==> config.mk <==
export PLATFORM = sky130hd
export DESIGN_NAME = scan_sequencer
export DESIGN_NICKNAME = d
export VERILOG_FILES = /design/src/rtl/scan_sequencer.sv
export SDC_FILE = /design/constraint.sdc
export NUM_CORES = 1
export LEC_CHECK = 0
export ABC_AREA = 1
export CAP_MARGIN = 20
export CORE_MARGIN = 2
export CORE_UTILIZATION = 50
export CTS_CLUSTER_DIAMETER = 150
export CTS_CLUSTER_SIZE = 16
export DETAILED_ROUTE_END_ITERATION = 10
export PLACE_DENSITY = 0.73
export SKIP_LAST_GASP = 1
export SLEW_MARGIN = 40
export SYNTH_ARGS = -nofsm -noshare
export SYNTH_HDL_FRONTEND = slang
export SYNTH_SLANG_ARGS = --single-unit
==> constraint.sdc <==
create_clock -name clk -period 1.6 [get_ports clk]
set_input_delay 0.32 -clock clk [delete_from_list [all_inputs] [get_ports clk]]
set_output_delay 0.32 -clock clk [all_outputs]
set_load 0.02 [all_outputs]
==> src/rtl/scan_sequencer.sv <==
// scan_sequencer: serial scan-chain transaction sequencer (SELECT, SHIFT NBITS bits, LATCH).
// Ports:
//   clk          - sole clock, rising edge
//   reset        - asynchronous active-low reset
//   start        - request a transaction (sampled only in IDLE)
//   abort        - synchronous cancel of the current transaction
//   addr         - design select, captured at start, sent on tdi during SELECT
//   wr_data      - NBITS data shifted out MSB first, captured at start
//   tdo          - serial data returned from the scan chain
//   tck/tms/tdi  - scan clock, mode select and serial data out
//   rd_data      - bits captured from tdo, updated only on completion
//   busy         - transaction in progress
//   done         - one-cycle completion pulse
module scan_sequencer #(
    parameter int CLK_DIV = 2,
    parameter int NBITS   = 8
) (
    input  logic             clk,
    input  logic             reset,
    input  logic             start,
    input  logic             abort,
    input  logic             addr,
    input  logic [NBITS-1:0] wr_data,
    input  logic             tdo,
    output logic             tck,
    output logic             tms,
    output logic             tdi,
    output logic [NBITS-1:0] rd_data,
    output logic             busy,
    output logic             done
);
    localparam int BW = NBITS > 1 ? $clog2(NBITS) : 1;
    typedef enum logic [2:0] {IDLE, SELECT, SHIFT, LATCH, DONE} state_t;
    state_t           state_q;
    logic [7:0]       hcnt_q;
    logic [BW-1:0]    bcnt_q;
    logic [NBITS-1:0] tx_q;
    logic [NBITS-1:0] rx_q;
    logic             half_end;
    logic             last_bit;
    assign half_end = hcnt_q == 8'(CLK_DIV - 1);
    assign last_bit = bcnt_q == BW'(NBITS - 1);
    always_ff @(posedge clk or negedge reset) begin
        if (!reset) begin
            state_q <= IDLE;
            hcnt_q  <= '0;
            bcnt_q  <= '0;
            tx_q    <= '0;
            rx_q    <= '0;
            tck     <= 1'b0;
            tms     <= 1'b0;
            tdi     <= 1'b0;
            busy    <= 1'b0;
            done    <= 1'b0;
            rd_data <= '0;
        end else if (abort && state_q != IDLE) begin
            state_q <= IDLE;
            hcnt_q  <= '0;
            bcnt_q  <= '0;
            tck     <= 1'b0;
            tms     <= 1'b0;
            tdi     <= 1'b0;
            busy    <= 1'b0;
            done    <= 1'b0;
        end else begin
            done <= 1'b0;
            case (state_q)
                IDLE: if (start && !abort) begin
                    state_q <= SELECT;
                    tx_q    <= wr_data;
                    hcnt_q  <= '0;
                    bcnt_q  <= '0;
                    tck     <= 1'b0;
                    tms     <= 1'b1;
                    tdi     <= addr;
                    busy    <= 1'b1;
                end
                DONE: state_q <= IDLE;
                default: begin
                    // In LATCH a non-zero bit counter marks the trailing tck-low cycle after the last pulse.
                    if (state_q == LATCH && bcnt_q != '0) begin
                        state_q <= DONE;
                        bcnt_q  <= '0;
                        tms     <= 1'b0;
                        busy    <= 1'b0;
                        done    <= 1'b1;
                        rd_data <= rx_q;
                    end else if (!half_end) begin
                        hcnt_q <= hcnt_q + 8'd1;
                    end else if (!tck) begin
                        hcnt_q <= '0;
                        tck    <= 1'b1;
                        if (state_q == SHIFT) rx_q <= NBITS'({rx_q, tdo});
                    end else begin
                        // End of a pulse: the next low phase starts here, so tdi changes only now.
                        hcnt_q <= '0;
                        tck    <= 1'b0;
                        if (state_q == LATCH) begin
                            bcnt_q <= BW'(1);
                        end else if (state_q == SELECT || !last_bit) begin
                            state_q <= SHIFT;
                            tms     <= 1'b0;
                            tdi     <= tx_q[NBITS-1];
                            tx_q    <= tx_q << 1;
                            if (state_q == SHIFT) bcnt_q <= bcnt_q + BW'(1);
                        end else begin
                            state_q <= LATCH;
                            tms     <= 1'b1;
                            tdi     <= 1'b0;
                            bcnt_q  <= '0;
                        end
                    end
                end
            endcase
        end
    end
endmodule

==> flow_summary.yaml, run 1 <==
placed_design:
  portBuffers: 26
  place.gp.congestion: 0.870
  pre_cts_ws_ns: -0.145
  hpwl_mm: 3.79
  dp.cells: 393
  place_area_sq_um: 2930
setup_path:
  cp.depth: 8
  path_cells: "nor2_4, nand2_4, clkinv_4, nand3_2, nand2_1, nand2_8, nand2_1, o21ai_2"
  worst_ep_required_time_ns: 1.79
  crit_top_cell: "nand2_1"
  crit_end: "tx_q[0]"
  critPathLaunch: "state_q[1]"
  startpoint_type: "flip-flop"
  rr_endpoint: "tx_q[0]"
  critPathBufInv: 1
  crit_slowest_cell: "dfrtp_2"
  crit_family: "simple AND/OR/NAND/NOR gates"
  r2r_setup_slack_ns: 0.03
  worstRegToRegCells: 8
  arrival_ns: 1.77
  worstSetupPathType: "flip-flop to flip-flop"
  max_stage_delay_ns: 0.47
  endpoint_kind: "flip-flop"
  worstPathMaxFanout: 16
  r2r_start: "state_q[1]"
yosys:
  synth_fa_ha_area_share_pct: 2.63
  synth_top_family_by_area: "simple AND/OR/NAND/NOR gates"
  synthSimpleGateAreaFrac_pct: 31.4
  synthMuxAreaShare_pct: 2.94
  netlist_area_sq_um: 2380
  synth_cell_types: 31
  yosysWarnings: 0
  synth_xor_area_share_pct: 0.368
  synth_seq_cells: 43
  synth_seq_area_share_pct: 45.2
  syn-num-nets: 303
  syn_area_per_cell_sq_um: 8.39
  netlist_instances: 284
  synth_compound_area_share_pct: 9.77
timing:
  rsz0062_at_grt: "true"
  max_clock_freq_mhz: 636
  period_share_pct: 98.2
  drv_slew: 0
  setup_slack_ns: 0.0281
  max_slew.worst_pin.slew_ns: 0.313
  setup_viol: 0
  finalHoldViolCount: 0
  tns_ns: 0
  timing.slew.headroom_pct: 79.1
  clock_skew_ns: 0.00548
  min_period_ns: 1.57
floorplanning:
  die-area_sq_um: 5330
  dieWidth_microns: 73.0
  ios: 27
  start_util_pct: 51.1
  num_rows: 25
  die_y_microns: 73.0
  core_area_sq_um: 4660
grt:
  gr-total-overflow: 0
  grt_pass1_wl_mm: 8.63
  grt_pass1_vias: 1916
  track_usage_pct: 20.9
  grt_max_degree: 18
  antenna_found_initial: 0
final_layout:
  final_net_count: 376
  finish.instance_area_sq_um: 3290
  synthToLayoutAreaGrowth_pct: 38.2
  nFillCells: 344
  n_antenna_cell: 0
  drive_gt1_share_pct: 31.6
  final_cells: 412
  final_cell_mix: "nand2_1 (78), buf_4 (42), dfrtp_1 (41)"
  layout_commonest_cell: "nand2_1"
power:
  leakage_nw: 1.72
  ir_worst_vdd_v: 0.000979
  power_density_nw_per_um2: 1530
routing:
  drtPass1Iterations: 4
  wl_per_cell_microns: 13.2
  vias: 2107
  finalWirelength_mm: 5.43
  initialDrtViolationCount: 140
  vias_per_cell: 5.11
  ant_nets: 0
  drc: 0
min_path:
  min_path_type: "primary input to asynchronous set/reset pin"
clock_network:
  clk_latency_ns: 0.30
  clkTransAtPathRegs_ns: 0.08
  cts.sinks: 43
  numCtsBuffers: 5
  htreeDepth: 2
  root_buffer: "clkbuf_8"
  cts_tree: "yes"
  cts_max_path_buffers: 2
run_status:
  outcome: "finished, final reports clean"
run:
  maxCapViolations: 0
## power by group
part	internal [W]	switching, W	leakage [nW]	total [W]
clock	0.000465	0.000386	0.0581	0.000851
combinational	0.00112	0.00158	1.08	0.00270
sequential	0.00131	0.000172	0.580	0.00148
## cell type report
type / count / area [sq um] / share of cell area, %
multi-input combinational: 203 / 1280 / 38.9
inverter: 33 / 134 / 4.07
clock inverter: 3 / 43.8 / 1.33
clock buffer: 5 / 68.8 / 2.09
tap: 54 / 67.6 / 2.05
sequential: 43 / 1080 / 32.8
timing repair buffer: 71 / 619 / 18.8
## worst reg2reg max path: cells and delay by family (launching register included)
family                 cells  cell delay [ns]
DFF                        1             0.47
buffers and inverters      1             0.10
and+or+nand+nor            6             0.87
AOI/OAI and AO/OA          1             0.05
## cell usage after synthesis (all sizes together)
cell type	number	area share, %
inv	31	4.9
ha	5	2.6
nand4	8	2.4
buf	6	2.2
clkinv	2	0.74
a21boi	1	0.32
o31ai	2	0.63
nor3b	2	0.63
a21oi	2	0.89
nor3	2	0.42
nand3	25	6.3
dfrtp	43	45
nor2	23	5.3
o21ai	31	7.9
xor2	1	0.37
mux2i	7	2.9
nand2	93	16
## per-layer routing
layer / vias to the layer above / part of all wire [%] / GRT usage (%) / wire length, microns
li1: 1067 / - / - / -
met1: 982 / 47 / 28.9 / 2560
met2: 51 / 48 / 33.1 / 2600
met3: 7 / 3.5 / 3.73 / 189
met4: 0 / 1.5 / 7.00 / 81
met5: - / 0 / 0 / 0
## stage by stage
step	power (W)	hold WS [ns]	util, %
2_1_floorplan	0.00302	0.0244	-
3_3_place_gp	0.00373	0.206	62.8
3_5_place_dp	0.00377	0.210	62.8
4_1_cts	0.00464	0.410	65.5
5_1_grt	0.00540	0.447	70.7
6_report	0.00504	0.432	70.7
## flip-flops by register name (all words and copies together) (netlist names)
signal   flops
bcnt_q       3
busy         1
done         1
hcnt_q       8
rd_data      8
rx_q         8
state_q      3
tck          1
tdi          1
tms          1
tx_q         8
## worst min-delay path by stage
stage | from | to | slack, ns | cells after the start
6_report | reset | tdi | 0.43 | 2
5_1_grt | reset | busy | 0.45 | 2
4_1_cts | reset | tdi | 0.41 | 2
3_5_place_dp | reset | tdi | 0.21 | 1
3_3_place_gp | reset | tdi | 0.21 | 1
2_1_floorplan | reset | bcnt_q[0] | 0.02 | 0
## repair_timing
item / 4_1_cts / 5_1_grt
gates cloned: 0 / 1
endpoints found under the setup margin: 12 / 38
hold buffers: 1 / 0
resized for setup: 9 / 45
pin swaps: 3 / 15
buffers inserted: 0 / 9
endpoints found under the hold margin: 9 / 0
## cells by family (layout without fill, tap and decap cells)
kind of cell             Yosys count  in the layout
XOR/XNOR                           1              1
buffers and inverters             39            112
flip-flops                        43             43
multiplexers                       7              7
AO/OA/AOI/OAI                     36             36
AND/OR/NAND/NOR                  153            154
adder cells (fa/ha/maj)            5              5
No activity file was read; power rests on OpenSTA's default activity.
==> inputs of run 2 (changes only) <==
--- a/config.mk
+++ b/config.mk
@@ -7,7 +7,6 @@
 export LEC_CHECK = 0
 export ABC_AREA = 1
 export CAP_MARGIN = 20
-export CORE_MARGIN = 2
 export CORE_UTILIZATION = 50
 export CTS_CLUSTER_DIAMETER = 150
 export CTS_CLUSTER_SIZE = 16
==> flow_summary.yaml, run 2 (synthesis results as in run 1) <==
run_status:
  outcome: "finished, final reports clean"
setup_path:
  critPathBufInv: 2
  rr_endpoint: "tx_q[4]"
  endpoint_kind: "flip-flop"
  r2r_start: "state_q[0]"
  r2r_setup_slack_ns: 0.05
  worstPathMaxFanout: 16
  startpoint_type: "flip-flop"
  crit_family: "simple AND/OR/NAND/NOR gates"
  max_stage_delay_ns: 0.43
  worstRegToRegCells: 9
  worstSetupPathType: "flip-flop to flip-flop"
  worst_ep_required_time_ns: 1.80
  path_cells: "nor2_4, buf_4, buf_4, o21ai_2, nand3_2, nor2_4, nand2_8, nand2_1, o21ai_2"
  arrival_ns: 1.75
  crit_slowest_cell: "dfrtp_2"
floorplanning:
  num_rows: 24
  ios: 27
  start_util_pct: 53.2
  die-area_sq_um: 5040
  die_y_microns: 71.0
  dieWidth_microns: 71.0
  core_area_sq_um: 4470
clock_network:
  cts_tree: "yes"
  htreeDepth: 2
  clk_latency_ns: 0.31
  cts.sinks: 43
  cts_max_path_buffers: 2
  numCtsBuffers: 5
  root_buffer: "clkbuf_8"
  clkTransAtPathRegs_ns: 0.09
final_layout:
  n_antenna_cell: 0
  layout_commonest_cell: "nand2_1"
  final_net_count: 367
  final_cell_mix: "nand2_1 (78), dfrtp_1 (41), buf_4 (34)"
  final-seq-area_sq_um: 1080
  nFillCells: 378
  synthToLayoutAreaGrowth_pct: 31.5
  drive_gt1_share_pct: 27.8
  finish.instance_area_sq_um: 3130
  multi_input_area_sq_um: 1200
grt:
  grt_pass1_wl_mm: 9.14
  track_usage_pct: 23.6
  antenna_found_initial: 0
  grt_max_degree: 28
  gr-total-overflow: 0
  grt_pass1_vias: 2050
placed_design:
  portBuffers: 26
  place_area_sq_um: 2930
  hpwl_mm: 3.80
  place.gp.congestion: 0.875
  pre_cts_ws_ns: -0.137
timing:
  period_share_pct: 96.6
  max_clock_freq_mhz: 647
  setup_slack_ns: 0.0547
  min_period_ns: 1.55
  clock_skew_ns: 0.00888
  timing.slew.headroom_pct: 72.6
  rsz0062_at_grt: "true"
  setup_viol: 0
  drv_slew: 0
  finalHoldViolCount: 0
  max_slew.worst_pin.slew_ns: 0.411
routing:
  drtPass1Iterations: 4
  drc: 0
  initialDrtViolationCount: 201
  wl_per_cell_microns: 12.8
  vias: 2054
  finalWirelength_mm: 5.13
  vias_per_cell: 5.12
  ant_nets: 0
power:
  power_density_nw_per_um2: 1490
  leakage_nw: 1.62
  ir_worst_vdd_v: 0.000879
min_path:
  min_path_type: "primary input to asynchronous set/reset pin"
run:
  maxCapViolations: 0
## run 2: cell count changes in the layout (fill, tap and decap cells not counted), moves of 3 or more
cell | previous run | this run
buf_4 | 42 | 34
nand3_2 | 8 | 4
nand3_1 | 16 | 19
nor2_2 | 2 | 5
nor2_4 | 8 | 5
o21ai_0 | 18 | 15
o21ai_1 | 4 | 7
## run 2: how the worst max path moves through the flow
stage,startpoint,endpoint,depth (start not counted)
5_1_grt,bcnt_q[0],state_q[0],11
6_report,state_q[0],tx_q[4],9
2_1_floorplan,state_q[1],tx_q[7],9
3_3_place_gp,abort,tx_q[3],8
4_1_cts,rd_data[5],rd_data[5],1
3_5_place_dp,abort,tx_q[4],8
## run 2: area by class of cell
cell class                 count  area share (%)
clock buffer                   5            2.20
clock inverter                 3           0.759
inverter                      33            4.27
multi-input combinational    202            38.4
sequential                    43            34.4
tap                           52            2.08
timing repair buffer          63            17.9
## run 2: routing by layer
layer | track usage [%] | wire (microns) | up-vias
met4 | 8.22 | 68 | 0
met1 | 31.0 | 2320 | 955
met2 | 38.0 | 2460 | 49
met3 | 5.98 | 285 | 8
li1 | - | - | 1042
met5 | 0 | 0 | -
## run 2: where the power goes
group	switching [W]	internal, W
clock	0.000423	0.000312
sequential	0.000157	0.00131
combinational	0.00145	0.000998
total	0.00203	0.00262
## run 2: per-stage QoR
stage          power [W]  util, %  setup TNS [ns]  cells  hold WS, ns
3_3_place_gp     0.00367     65.5           -2.29    390        0.276
5_1_grt          0.00502     70.0          -0.383    401        0.508
2_1_floorplan    0.00302        -               0    284       0.0244
6_report         0.00466     70.0               0    401        0.462
3_5_place_dp     0.00373     65.5           -2.23    390        0.276
4_1_cts          0.00443     67.6               0    399        0.479
## run 2: repair_timing
| action | 4_1_cts | 5_1_grt |
|---|---|---|
| setup endpoints to repair | 8 | 41 |
| pin swaps | 0 | 13 |
| gates resized for setup | 8 | 33 |
| hold endpoints to repair | 16 | 0 |
| buffers inserted | 0 | 2 |
| hold buffers | 1 | 0 |
## run 2: worst register-to-register path, cell delays in order, from the launching register on
cell	delay, ns
dfrtp_2	0.43
nor2_4	0.08
buf_4	0.13
buf_4	0.14
o21ai_2	0.14
nand3_2	0.10
nor2_4	0.15
nand2_8	0.12
nand2_1	0.10
o21ai_2	0.05
==> inputs of run 3 (changes only) <==
--- a/config.mk
+++ b/config.mk
@@ -5,13 +5,13 @@
 export SDC_FILE = /design/constraint.sdc
 export NUM_CORES = 1
 export LEC_CHECK = 0
-export ABC_AREA = 1
 export CAP_MARGIN = 20
+export CORE_MARGIN = 8
 export CORE_UTILIZATION = 50
 export CTS_CLUSTER_DIAMETER = 150
 export CTS_CLUSTER_SIZE = 16
 export DETAILED_ROUTE_END_ITERATION = 10
-export PLACE_DENSITY = 0.73
+export PLACE_DENSITY = 0.74
 export SKIP_LAST_GASP = 1
 export SLEW_MARGIN = 40
 export SYNTH_ARGS = -nofsm -noshare
==> flow_summary.yaml, run 3 <==
run_status:
  outcome: "finished with violations"
  failed_checks: "setup timing"
timing:
  rsz0062_at_grt: "true"
  min_period_ns: 2.05
  clock_skew_ns: 0.00715
  period_share_pct: 128
  setup_slack_ns: -0.447
  setup_viol: 33
  finalHoldViolCount: 0
  max_slew.worst_pin.slew_ns: 0.521
  max_clock_freq_mhz: 489
  timing.slew.headroom_pct: 65.2
  drv_slew: 0
  tns_ns: -11.91
yosys:
  syn-num-nets: 251
  synthTopCellsByArea: "dfrtp_1 (48%), nand2_1 (9.4%), mux2_2 (8.1%), o21ai_0 (3.4%), ha_1 (2.8%)"
  ys_async_sr_fraction_pct: 100
  syn_area_per_cell_sq_um: 9.64
  synth_cell_types: 45
  synth_seq_cells: 43
  synth_top_area_share_pct: 48.1
  netlist_instances: 232
  synth_top_cell_by_area: "dfrtp_1"
  synth_common_cells: "nand2_1 (56), dfrtp_1 (43), mux2_2 (16)"
  yosysWarnings: 0
  netlist_area_sq_um: 2240
  synth-edff-count: 0
  synth_seq_area_share_pct: 48.1
  synth_most_common_cell: "nand2_1"
  synthFlopType: "dfrtp_1"
clock_network:
  cts_tree: "yes"
  numCtsBuffers: 5
  clk_latency_ns: 0.30
  root_buffer: "clkbuf_8"
  clkTransAtPathRegs_ns: 0.08
  htreeDepth: 2
  cts_max_path_buffers: 2
  cts.sinks: 43
power:
  p_sw_share_pct: 33.1
  p_int_w: 0.00251
  power_frac_clock_pct: 22.7
  power_density_nw_per_um2: 1180
  p_sw_w: 0.00124
  sequentialPowerShare_pct: 36.7
  leakage_nw: 1.67
  ir_worst_vdd_v: 0.000879
  p_comb_share_pct: 40.5
  power_w: 0.00375
setup_path:
  worst_ep_required_time_ns: 1.79
  worstSetupPathType: "flip-flop to flip-flop"
  endpoint_kind: "flip-flop"
  critPathBufInv: 2
  max_stage_delay_ns: 0.50
  startpoint_type: "flip-flop"
  path_cells: "inv_1, ha_2, or4b_4, nor2_8, nand2_2, nor2_4, buf_12, mux2_2"
  arrival_ns: 2.23
  crit_slowest_cell: "or4b_4"
  crit_family: "simple AND/OR/NAND/NOR gates"
  worstPathMaxFanout: 7
routing:
  drtPass1Iterations: 4
  wl_per_cell_microns: 15.7
  finalWirelength_mm: 5.71
  drc: 0
  vias_per_cell: 5.52
  ant_nets: 0
  initialDrtViolationCount: 119
  vias: 2003
placed_design:
  hpwl_mm: 4.08
  pre_cts_ws_ns: -0.513
  dp.cells: 351
  portBuffers: 26
  place_area_sq_um: 2900
  place.gp.congestion: 0.904
floorplanning:
  die_y_microns: 82.9
  die-area_sq_um: 6870
  ios: 27
  start_util_pct: 51.7
  num_rows: 24
  dieWidth_microns: 82.9
  core_area_sq_um: 4320
final_layout:
  finish.instance_area_sq_um: 3190
  final_cells: 363
  final_net_count: 329
  drive_gt1_share_pct: 34.4
  layout_commonest_cell: "nand2_1"
  synthToLayoutAreaGrowth_pct: 42.6
  n_antenna_cell: 0
  final_cell_mix: "nand2_1 (54), buf_4 (48), dfrtp_1 (42)"
grt:
  gr-total-overflow: 0
  grt_max_degree: 23
  grt_pass1_wl_mm: 9.89
  track_usage_pct: 16.9
  grt_pass1_vias: 2107
  antenna_found_initial: 0
run:
  maxCapViolations: 0
min_path:
  min_path_type: "primary input to flip-flop"
run 3: cell types whose count changed in the layout (fill, tap and decap cells not counted), sizes merged, moves of 6 or more:
cell / previous run / this run
mux2i: 7 / 1
inv: 32 / 10
nand3: 25 / 6
nor2: 23 / 12
mux2: 0 / 16
o22ai: 0 / 6
buf: 37 / 53
o21ai: 31 / 16
nand4: 8 / 0
nand2: 93 / 57
run 3: per-layer routing:
layer | vias up | GRT usage, % | routed length, microns
li1 | 962 | - | -
met1 | 984 | 20.0 | 2510
met2 | 49 | 29.8 | 2880
met3 | 8 | 3.52 | 248
met4 | 0 | 4.95 | 68
met5 | - | 0 | 0
run 3: cell type report:
cell class / count / area (sq um)
inverter: 11 / 46.3
multi-input combinational: 170 / 1190
sequential: 43 / 1080
clock buffer: 5 / 68.8
clock inverter: 3 / 43.8
timing repair buffer: 79 / 697
tap: 52 / 65.1
fill: 319 / 1130
run 3: power by group through the flow:
stage	Sequential [W]	Combinational [W]	Clock, W
6_report	0.00138	0.00152	0.000853
5_1_grt	0.00139	0.00165	0.000908
4_1_cts	0.00137	0.00141	0.000870
3_5_place_dp	0.00139	0.00136	0
3_3_place_gp	0.00138	0.00133	0
2_1_floorplan	0.00142	0.000750	0
run 3: worst paths after layout:
| kind | from | endpoint | slack [ns] | cells past startpoint |
|---|---|---|---|---|
| max | hcnt_q[1] | rx_q[2] | -0.45 | 8 |
| min | abort | state_q[2] | 0.47 | 3 |
| max reg2reg | hcnt_q[1] | rx_q[2] | -0.45 | 8 |
| min reg2reg | rd_data[6] | rd_data[6] | 0.47 | 2 |
| max in group asynchronous | reset | rd_data[1] | 0.55 | 3 |
| min in group asynchronous | reset | tx_q[7] | 0.51 | 2 |
run 3: metrics by stage:
step | hold slack [ns] | utilization (%)
6_report | 0.466 | 73.8
5_1_grt | 0.484 | 73.8
4_1_cts | 0.483 | 71.8
3_5_place_dp | 0.320 | 67.1
3_3_place_gp | 0.314 | 67.1
2_1_floorplan | 0.0244 | -
run 3: timing repair:
action | CTS | global route
pin swaps | 3 | 6
hold endpoints to repair | 8 | 0
setup endpoints to repair | 49 | 48
gates resized for setup | 17 | 26
hold buffers | 1 | 0
setup buffers | 4 | 0
run 3: cell families (layout without fill, tap and decap cells):
logic type | Yosys count | count (layout) | synth area share, %
simple gates | 99 | 99 | 22.0
compound gates | 49 | 49 | 14.9
flops | 43 | 43 | 48.1
buf+inv | 19 | 98 | 3.64
mux | 17 | 17 | 8.50
fa+ha+maj | 5 | 5 | 2.80
run 3: tightest hold or removal path, stage by stage:
cell and delay, ns:
dlymetal6s2s_1 0.21, buf_4 0.17, a21oi_1 0.04
